`src/rtl/cache_fill_arbiter.sv`:
```
// Memory-port arbiter for I-cache fills, D-cache fills and D-cache write-through stores.
// Optional stall-cycle performance counters are enabled by defining ARB_PERF_CNT_EN.
module cache_fill_arbiter #(
  parameter int unsigned BLOCK_WORDS = 8,
  parameter int unsigned MEM_LAT     = 4
) (
  input  logic                           clk,
  input  logic                           rst,
  input  logic                           icache_miss,
  input  logic [15:0]                    icache_addr,
  input  logic                           dcache_miss,
  input  logic [15:0]                    dcache_addr,
  input  logic                           dcache_wr,
  input  logic [15:0]                    dcache_wr_addr,
  input  logic [15:0]                    dcache_wr_data,
  output logic                           mem_en,
  output logic                           mem_wr,
  output logic [15:0]                    mem_addr,
  output logic [15:0]                    mem_wdata,
  input  logic [15:0]                    mem_rdata,
  input  logic                           mem_valid,
  output logic [15:0]                    fill_data,
  output logic [$clog2(BLOCK_WORDS)-1:0] fill_word,
  output logic                           fill_we_i,
  output logic                           fill_we_d,
  output logic                           fill_done_i,
  output logic                           fill_done_d,
  output logic                           wr_ack,
  output logic                           stall_fetch,
  output logic                           stall_mem,
  output logic [15:0]                    perf_istall,
  output logic [15:0]                    perf_dstall
);

  localparam int unsigned WB = $clog2(BLOCK_WORDS);

  localparam logic [1:0] IDLE  = 2'd0;
  localparam logic [1:0] IFILL = 2'd1;
  localparam logic [1:0] DFILL = 2'd2;
  localparam logic [1:0] WRITE = 2'd3;

  localparam logic GRANT_I = 1'b0;
  localparam logic GRANT_D = 1'b1;

  if (BLOCK_WORDS < 2 || (BLOCK_WORDS & (BLOCK_WORDS - 1)) != 0 || MEM_LAT < 1) begin : g_param_check
    $error("cache_fill_arbiter: BLOCK_WORDS must be a power of two >= 2 and MEM_LAT >= 1");
  end

  logic [1:0]     state;
  logic [1:0]     state_nxt;
  logic [WB:0]    issue_cnt;
  logic [WB-1:0]  recv_cnt;
  logic           last_grant;
  logic [15:WB+1] base;
  logic           filling;
  logic           issuing;
  logic           fill_hit;
  logic           fill_last;

  // Low address bits select a byte/word inside the block and are regenerated from issue_cnt.
  logic unused_addr_bits;
  assign unused_addr_bits = ^{icache_addr[WB:0], dcache_addr[WB:0]};

  assign filling   = (state == IFILL) || (state == DFILL);
  assign issuing   = filling && !issue_cnt[WB];
  assign fill_hit  = filling && mem_valid;
  assign fill_last = fill_hit && (recv_cnt == WB'(BLOCK_WORDS - 1));

  // The anti-starvation check precedes the fixed D-miss > store > I-miss priority.
  always_comb begin
    state_nxt = state;
    case (state)
      IDLE: begin
        if (last_grant == GRANT_D && icache_miss) state_nxt = IFILL;
        else if (dcache_miss)                     state_nxt = DFILL;
        else if (dcache_wr)                       state_nxt = WRITE;
        else if (icache_miss)                     state_nxt = IFILL;
      end
      IFILL, DFILL: if (fill_last) state_nxt = IDLE;
      WRITE:        state_nxt = IDLE;
      default:      state_nxt = IDLE;
    endcase
  end

  always_ff @(posedge clk or posedge rst) begin
    if (rst) begin
      state      <= IDLE;
      issue_cnt  <= '0;
      recv_cnt   <= '0;
      last_grant <= GRANT_I;
      base       <= '0;
    end else begin
      state <= state_nxt;
      case (state)
        IDLE: begin
          if (state_nxt == IFILL)      base <= icache_addr[15:WB+1];
          else if (state_nxt == DFILL) base <= dcache_addr[15:WB+1];
        end
        IFILL, DFILL: begin
          if (issuing)  issue_cnt <= issue_cnt + (WB+1)'(1);
          if (fill_hit) recv_cnt  <= recv_cnt + WB'(1);
          if (fill_last) begin
            issue_cnt  <= '0;
            recv_cnt   <= '0;
            last_grant <= (state == DFILL) ? GRANT_D : GRANT_I;
          end
        end
        WRITE:   last_grant <= GRANT_D;
        default: ;
      endcase
    end
  end

  assign mem_en    = issuing || (state == WRITE);
  assign mem_wr    = (state == WRITE);
  assign mem_addr  = issuing ? {base, issue_cnt[WB-1:0], 1'b0}
                   : (state == WRITE) ? dcache_wr_addr : '0;
  assign mem_wdata = (state == WRITE) ? dcache_wr_data : '0;
  assign wr_ack    = (state == WRITE);

  assign fill_data   = fill_hit ? mem_rdata : '0;
  assign fill_word   = fill_hit ? recv_cnt : '0;
  assign fill_we_i   = fill_hit && (state == IFILL);
  assign fill_we_d   = fill_hit && (state == DFILL);
  assign fill_done_i = fill_last && (state == IFILL);
  assign fill_done_d = fill_last && (state == DFILL);

  // Gated by rst so every output reads 0 while reset is held, even with requests pending.
  assign stall_mem   = !rst && (dcache_miss || (dcache_wr && !wr_ack));
  assign stall_fetch = (!rst && icache_miss) || stall_mem;

`ifdef ARB_PERF_CNT_EN
  always_ff @(posedge clk or posedge rst) begin
    if (rst) begin
      perf_istall <= '0;
      perf_dstall <= '0;
    end else begin
      if (icache_miss && perf_istall != 16'hFFFF) perf_istall <= perf_istall + 16'd1;
      if (stall_mem && perf_dstall != 16'hFFFF)   perf_dstall <= perf_dstall + 16'd1;
    end
  end
`else
  assign perf_istall = '0;
  assign perf_dstall = '0;
`endif

endmodule
```
`config.mk`:
```
export PLATFORM = sky130hd
export DESIGN_NAME = cache_fill_arbiter
export DESIGN_NICKNAME = d
export VERILOG_FILES = /design/src/rtl/cache_fill_arbiter.sv
export SDC_FILE = /design/constraint.sdc
export NUM_CORES = 1
export LEC_CHECK = 0
export CAP_MARGIN = 20
export CORE_ASPECT_RATIO = 1.1
export CORE_MARGIN = 4
export CORE_UTILIZATION = 28
export DETAILED_ROUTE_END_ITERATION = 12
export GPL_ROUTABILITY_DRIVEN = 0
export PLACE_DENSITY = 0.76
export SLEW_MARGIN = 10
export SYNTH_ARGS = -nofsm -noshare
export SYNTH_HDL_FRONTEND = slang
export SYNTH_SLANG_ARGS = --single-unit
export TNS_END_PERCENT = 30
```
`constraint.sdc`:
```
create_clock -name clk -period 2.05 [get_ports clk]
set_input_delay 0.41 -clock clk [delete_from_list [all_inputs] [get_ports clk]]
set_output_delay 0.41 -clock clk [all_outputs]
set_load 0.02 [all_outputs]
```
======== Yosys cells after proc, flatten, opt, wreduce, memory -nomap -nowiden ========
Cells that the tools add are included.
storage, ports and cells
  output and inout port bits .............. 92
  input port bits ......................... 86
  flip-flop bits (word level) ............. 22
  word-level logic and storage cells ...... 62
operators by class
  equality and inequality tests ........... 7
  $add $sub $neg .......................... 2
  mux-type cells .......................... 20
  reductions and logical operators ........ 28
operators by type and width
  operator               count
  $mux W16               4
  $mux W12               2
  $logic_and A1 B1 Y1    11
  $mux W2                5
  $mux W3                3
  $mux W4                2
  $reduce_and A2 Y1      4
  $reduce_bool A2 Y1     4
  $eq A2 B2 Y1 const B   3
  $pmux W2 S3            1
  $add A4 B1 Y4 const B  1
  $eq A2 B1 Y1 const B   2
  $logic_or A1 B1 Y1     4
  $add A3 B1 Y3 const B  1
  $eq A3 B3 Y1 const B   1
  $logic_not A1 Y1       3
  $logic_not A2 Y1       1
  $mux W1                2
  $ne A2 B2 Y1 const B   1
  $pmux W1 S2            1
  $reduce_or A2 Y1       1

======== Depth between registers and ports, before layout ========
Gate-level depths: netlist (run 1).
  word-level depth ........................ 9
  mapped depth ............................ 10
  mapped depth without buffers ............ 9

======== Worst setup path before layout (run 1) ========
Ideal clock, no wire load.
  path type ............................... reg2reg
  from .................................... register state[0]
  to ...................................... register base[12] (netlist bit)
  setup time .............................. 128 ps
  clock period less this slack ............ 2075 ps
  stages on the path, launching flop included .. 11
  data arrival time ....................... 1946 ps
  data required time ...................... 1922 ps
  slack ................................... -25 ps
  path buffers ............................ 2
  path through ............................ dfrtp_1 inv_1 ha_1 buf_4 nand3_1 o22a_1 ha_1 nand2b_1 clkbuf_1 nand2_1 o21ai_0
between the ends
  cells in the longest elaborated chain, start to end .. 9
  elaborated cells on any way between the ends .. 19
  classes of those cells .................. 5 x eq/ne; 7 x mux; 7 x reduce/logical
ends and longest elaborated chain
  what                                                 line    RTL
  from (decl)                                          49      logic [1:0] state;
  from (signal assigned)                               93      state <= state_nxt;
  $eq A2 B1 Y1 / $eq A2 B2 Y1 (equally long branches)  64, 72
  $logic_or A1 B1 Y1                                   64      assign filling = (state == IFILL) || (state == DFILL);
  $logic_and A1 B1 Y1                                  66      assign fill_hit = filling && mem_valid;
  $logic_and A1 B1 Y1                                  67      assign fill_last = fill_hit && (recv_cnt == WB'(BLOCK_WORDS - 1));
  $mux W2                                              79      IFILL, DFILL: if (fill_last) state_nxt = IDLE;
  $pmux W2 S3                                          72      case (state)
  $eq A2 B1 Y1 / $eq A2 B2 Y1 (equally long branches)  96, 97
  $reduce_bool A2 Y1 (no line)                         -
  $reduce_and A2 Y1 (no line)                          -
  to (signal assigned)                                 96      if (state_nxt == IFILL) base <= icache_addr[15:WB+1];
  to (signal assigned)                                 97      else if (state_nxt == DFILL) base <= dcache_addr[15:WB+1];
  to (decl)                                            54      logic [15:WB+1] base;
Parallel ways exist; a longest one is shown, timed or not.
A chain may end at the register's enable or synchronous reset.

======== Worst setup path in the final report (run 1) ========
  from .................................... register state[0]
  to ...................................... output mem_wdata[11]
between the ends
  cells in the longest elaborated chain, start to end .. 2
ends and longest elaborated chain
  what          line  RTL
  $eq A2 B2 Y1  118   assign mem_wdata = (state == WRITE) ? dcache_wr_data : '0;
  $mux W16      118
  to (decl)     19    output logic [15:0] mem_wdata,
Every way passes these cells.

==> results of run 1 <==
area by class of cell:
| cell class | instances | area (sq um) | share of cell area |
|---|---|---|---|
| clock buffers | 3 | 41.3 | 0.0118 |
| multi-input cells | 202 | 1240 | 0.355 |
| repair buffers | 164 | 1530 | 0.439 |
| inverters | 6 | 22.5 | 0.00645 |
| flip-flops and latches | 22 | 551 | 0.158 |
| well taps | 82 | 103 | 0.0294 |
cell usage in the layout, fill, tap and decap left out, drive strengths merged, types with 12 or more instances in the layout:
master / instances
mux2i: 12
nand3: 17
clkdlybuf4s50: 75
nand2: 49
conb: 32
clkbuf: 13
and3: 22
and2: 19
dfrtp: 22
o21ai: 14
buf: 64
cell families (layout without fill, tap and decap cells):
logic type,after synthesis,count (layout),share of synthesized area
AO/OA/AOI/OAI,27,27,0.0849
XOR/XNOR,2,2,0.00907
adder cells (fa/ha/maj),9,9,0.0583
buffers and inverters,55,173,0.187
flip-flops,22,22,0.285
multiplexers,13,13,0.0681
other,1,32,0.00194
AND/OR/NAND/NOR,119,119,0.305
timing repair:
| action | CTS | global route |
|---|---|---|
| setup endpoints to repair | 72 | 67 |
| gates resized for setup | 207 | 79 |
| buffers inserted | 0 | 2 |
| hold buffers | 0 | 0 |
| cloned | 1 | 0 |
| pin swaps | 0 | 2 |
worst paths after layout:
kind                                    startpoint                        to  slack (ns)  cells after the start
setup / recovery                state[0]$_DFF_PP0_             mem_wdata[11]        0.06                      5
hold / removal                base[10]$_DFFE_PP0P_      base[10]$_DFFE_PP0P_        0.49                      2
setup reg to reg           recv_cnt[0]$_DFFE_PP0P_       base[5]$_DFFE_PP0P_        0.09                     10
hold reg to reg               base[10]$_DFFE_PP0P_      base[10]$_DFFE_PP0P_        0.49                      2
max in group asynchronous                      rst  issue_cnt[3]$_DFFE_PP0P_        1.28                      3
min in group asynchronous                      rst   recv_cnt[2]$_DFFE_PP0P_        0.53                      3
power by group through the flow:
stage | registers (mW) | clock network (mW) | logic, mW
final | 0.789 | 0.272 | 2.93
after CTS | 0.783 | 0.284 | 2.71
after detailed placement | 0.782 | 0 | 2.76
after floorplan | 0.766 | 0 | 1.58
after global placement | 0.774 | 0 | 2.68
after global routing | 0.813 | 0.293 | 3.21
metrics by stage:
step	hold slack [ns]	power (mW)	setup WS [ns]	cell area (sq um)	util
after floorplan	0.399	2.34	0.00971	2050	-
after global placement	0.460	3.45	-0.397	3410	0.514
after detailed placement	0.472	3.54	-0.443	3410	0.514
after CTS	0.492	3.78	-0.0574	3340	0.504
after global routing	0.510	4.32	-0.0376	3490	0.527
final	0.487	3.99	0.0644	3490	0.527
critical path, stage by stage (launching register included):
cell and delay [ns]:
dfrtp_1 0.39, buf_4 0.16, ha_2 0.21, buf_12 0.16
and2_1 0.14, clkdlybuf4s15_2 0.25
metal layers:
| layer | part of all wire | vias to the layer above | GRT usage |
|---|---|---|---|
| met3 | 0.14 | 4 | 0.0510 |
| met2 | 0.48 | 115 | 0.262 |
| met4 | 0.0063 | 0 | 0.0269 |
| met5 | 0 | - | 0 |
| met1 | 0.37 | 930 | 0.151 |
| li1 | - | 1052 | - |
sequential cells by signal (all words and copies together) (netlist names):
signal,flops
base,12
issue_cnt,4
last_grant,1
state,2
recv_cnt,3
==> metrics.txt, run 1 <==
gr usage total 0.140; Tcrit/Tclk final 0.969; PwrDens roughly 1100 nW/um^2; Fmax ~500 MHz; Initial Utilization 0.291; startpoint types flop; CTS max path bufs 2; ys async rst share 1.00; EDFF count, synth 0; Mapped Area just under 2000 sq um; Max Clock Skew between 0.003 and 0.004 ns; Synth Register Bits 22; arrival time worst endpoint 1.58 ns; Cell Int Power 2.24 mW; Critical Path Sink Type output pin; most common cell in the synthesized netlist nand2_1; number of distinct library cells after synthesis 35; peak supply drop around 510 uV; clk sink count 22; largest net degree at the start of global routing 27; Placed Cells about 470; layout cells sized above 1 0.280; Final Max Slew Viols 0; RSZ-0062 raised after global routing true; vias per inst between 4 and 5; die area 8290 sq um; DRT antenna net count 0; DRC 0; Period minus WS final slightly below 2 ns; sequential-to-total area share from yosys stat 0.285; Setup Viol. Count Final 0; main area contributors after synthesis dfrtp_1 (29%), buf_4 (15%), nand2_1 (9.3%); Mapped Cells 248; Clk pin slew, worst setup/hold paths 0.08 ns; Layout area overhead 80.9%; area leader, netlist dfrtp_1; die width between 80 and 90 microns; row count 31; via count about 2.1k; CP Max Fanout 26; Root Driver clkbuf_8; combinational power share 0.734; switch share 0.438; Reg power frac 0.198; Top-Level Pins between 150 and 200; clk_lat worst skew roughly 0.26 ns; syn avg cell area about 7.8 sq um; total gr overflow 0; first-pass GRT wire length between 9 and 10 mm; Psw 1.75 mW; Routed WL 6.33 mm; initial antenna violation count 0; Nets roughly 490; area fraction of the dominant cell type after synthesis 0.285; port buffer count 137; # fillers roughly 630; maxcap violations 0; CTS buffer count 3; WL/cell 13.2 microns; TritonCTS clock tree built; Ant. Diodes 0; Post-synth top cells nand2_1 (48), buf_4 (38), and3_1 (22), dfrtp_1 (22), and2_1 (19); clock power share 0.068; Post-Layout Cell Count roughly 480; status finished, final reports clean; top_reg_cell synth dfrtp_1; CP Class reg2out; hold crit path type reg2reg; Fin Setup TNS 0 ns; Die H 95.1 microns; H-tree levels 1; Leak Pwr roughly 1.8 nW; DR pass1 iterations 4; synth warn 0; final HPWL from detailed placement 5.07 mm; DR iter-0 viols 46; number of global-route vias before repair approximately 2.0k; WP data required roughly 1.6 ns; Hold Violations, Final 0; Core Region 6630 sq um
Note: power is estimated with default switching activity, not from simulation.
==> run 2: changes to the inputs <==
--- a/config.mk
+++ b/config.mk
@@ -5,6 +5,7 @@
 export SDC_FILE = /design/constraint.sdc
 export NUM_CORES = 1
 export LEC_CHECK = 0
+export ABC_AREA = 0
 export CAP_MARGIN = 20
 export CORE_ASPECT_RATIO = 1.1
 export CORE_MARGIN = 4
==> results of run 2 <==
Same layout as run 1: the final DEF is identical, and so are final timing and power.
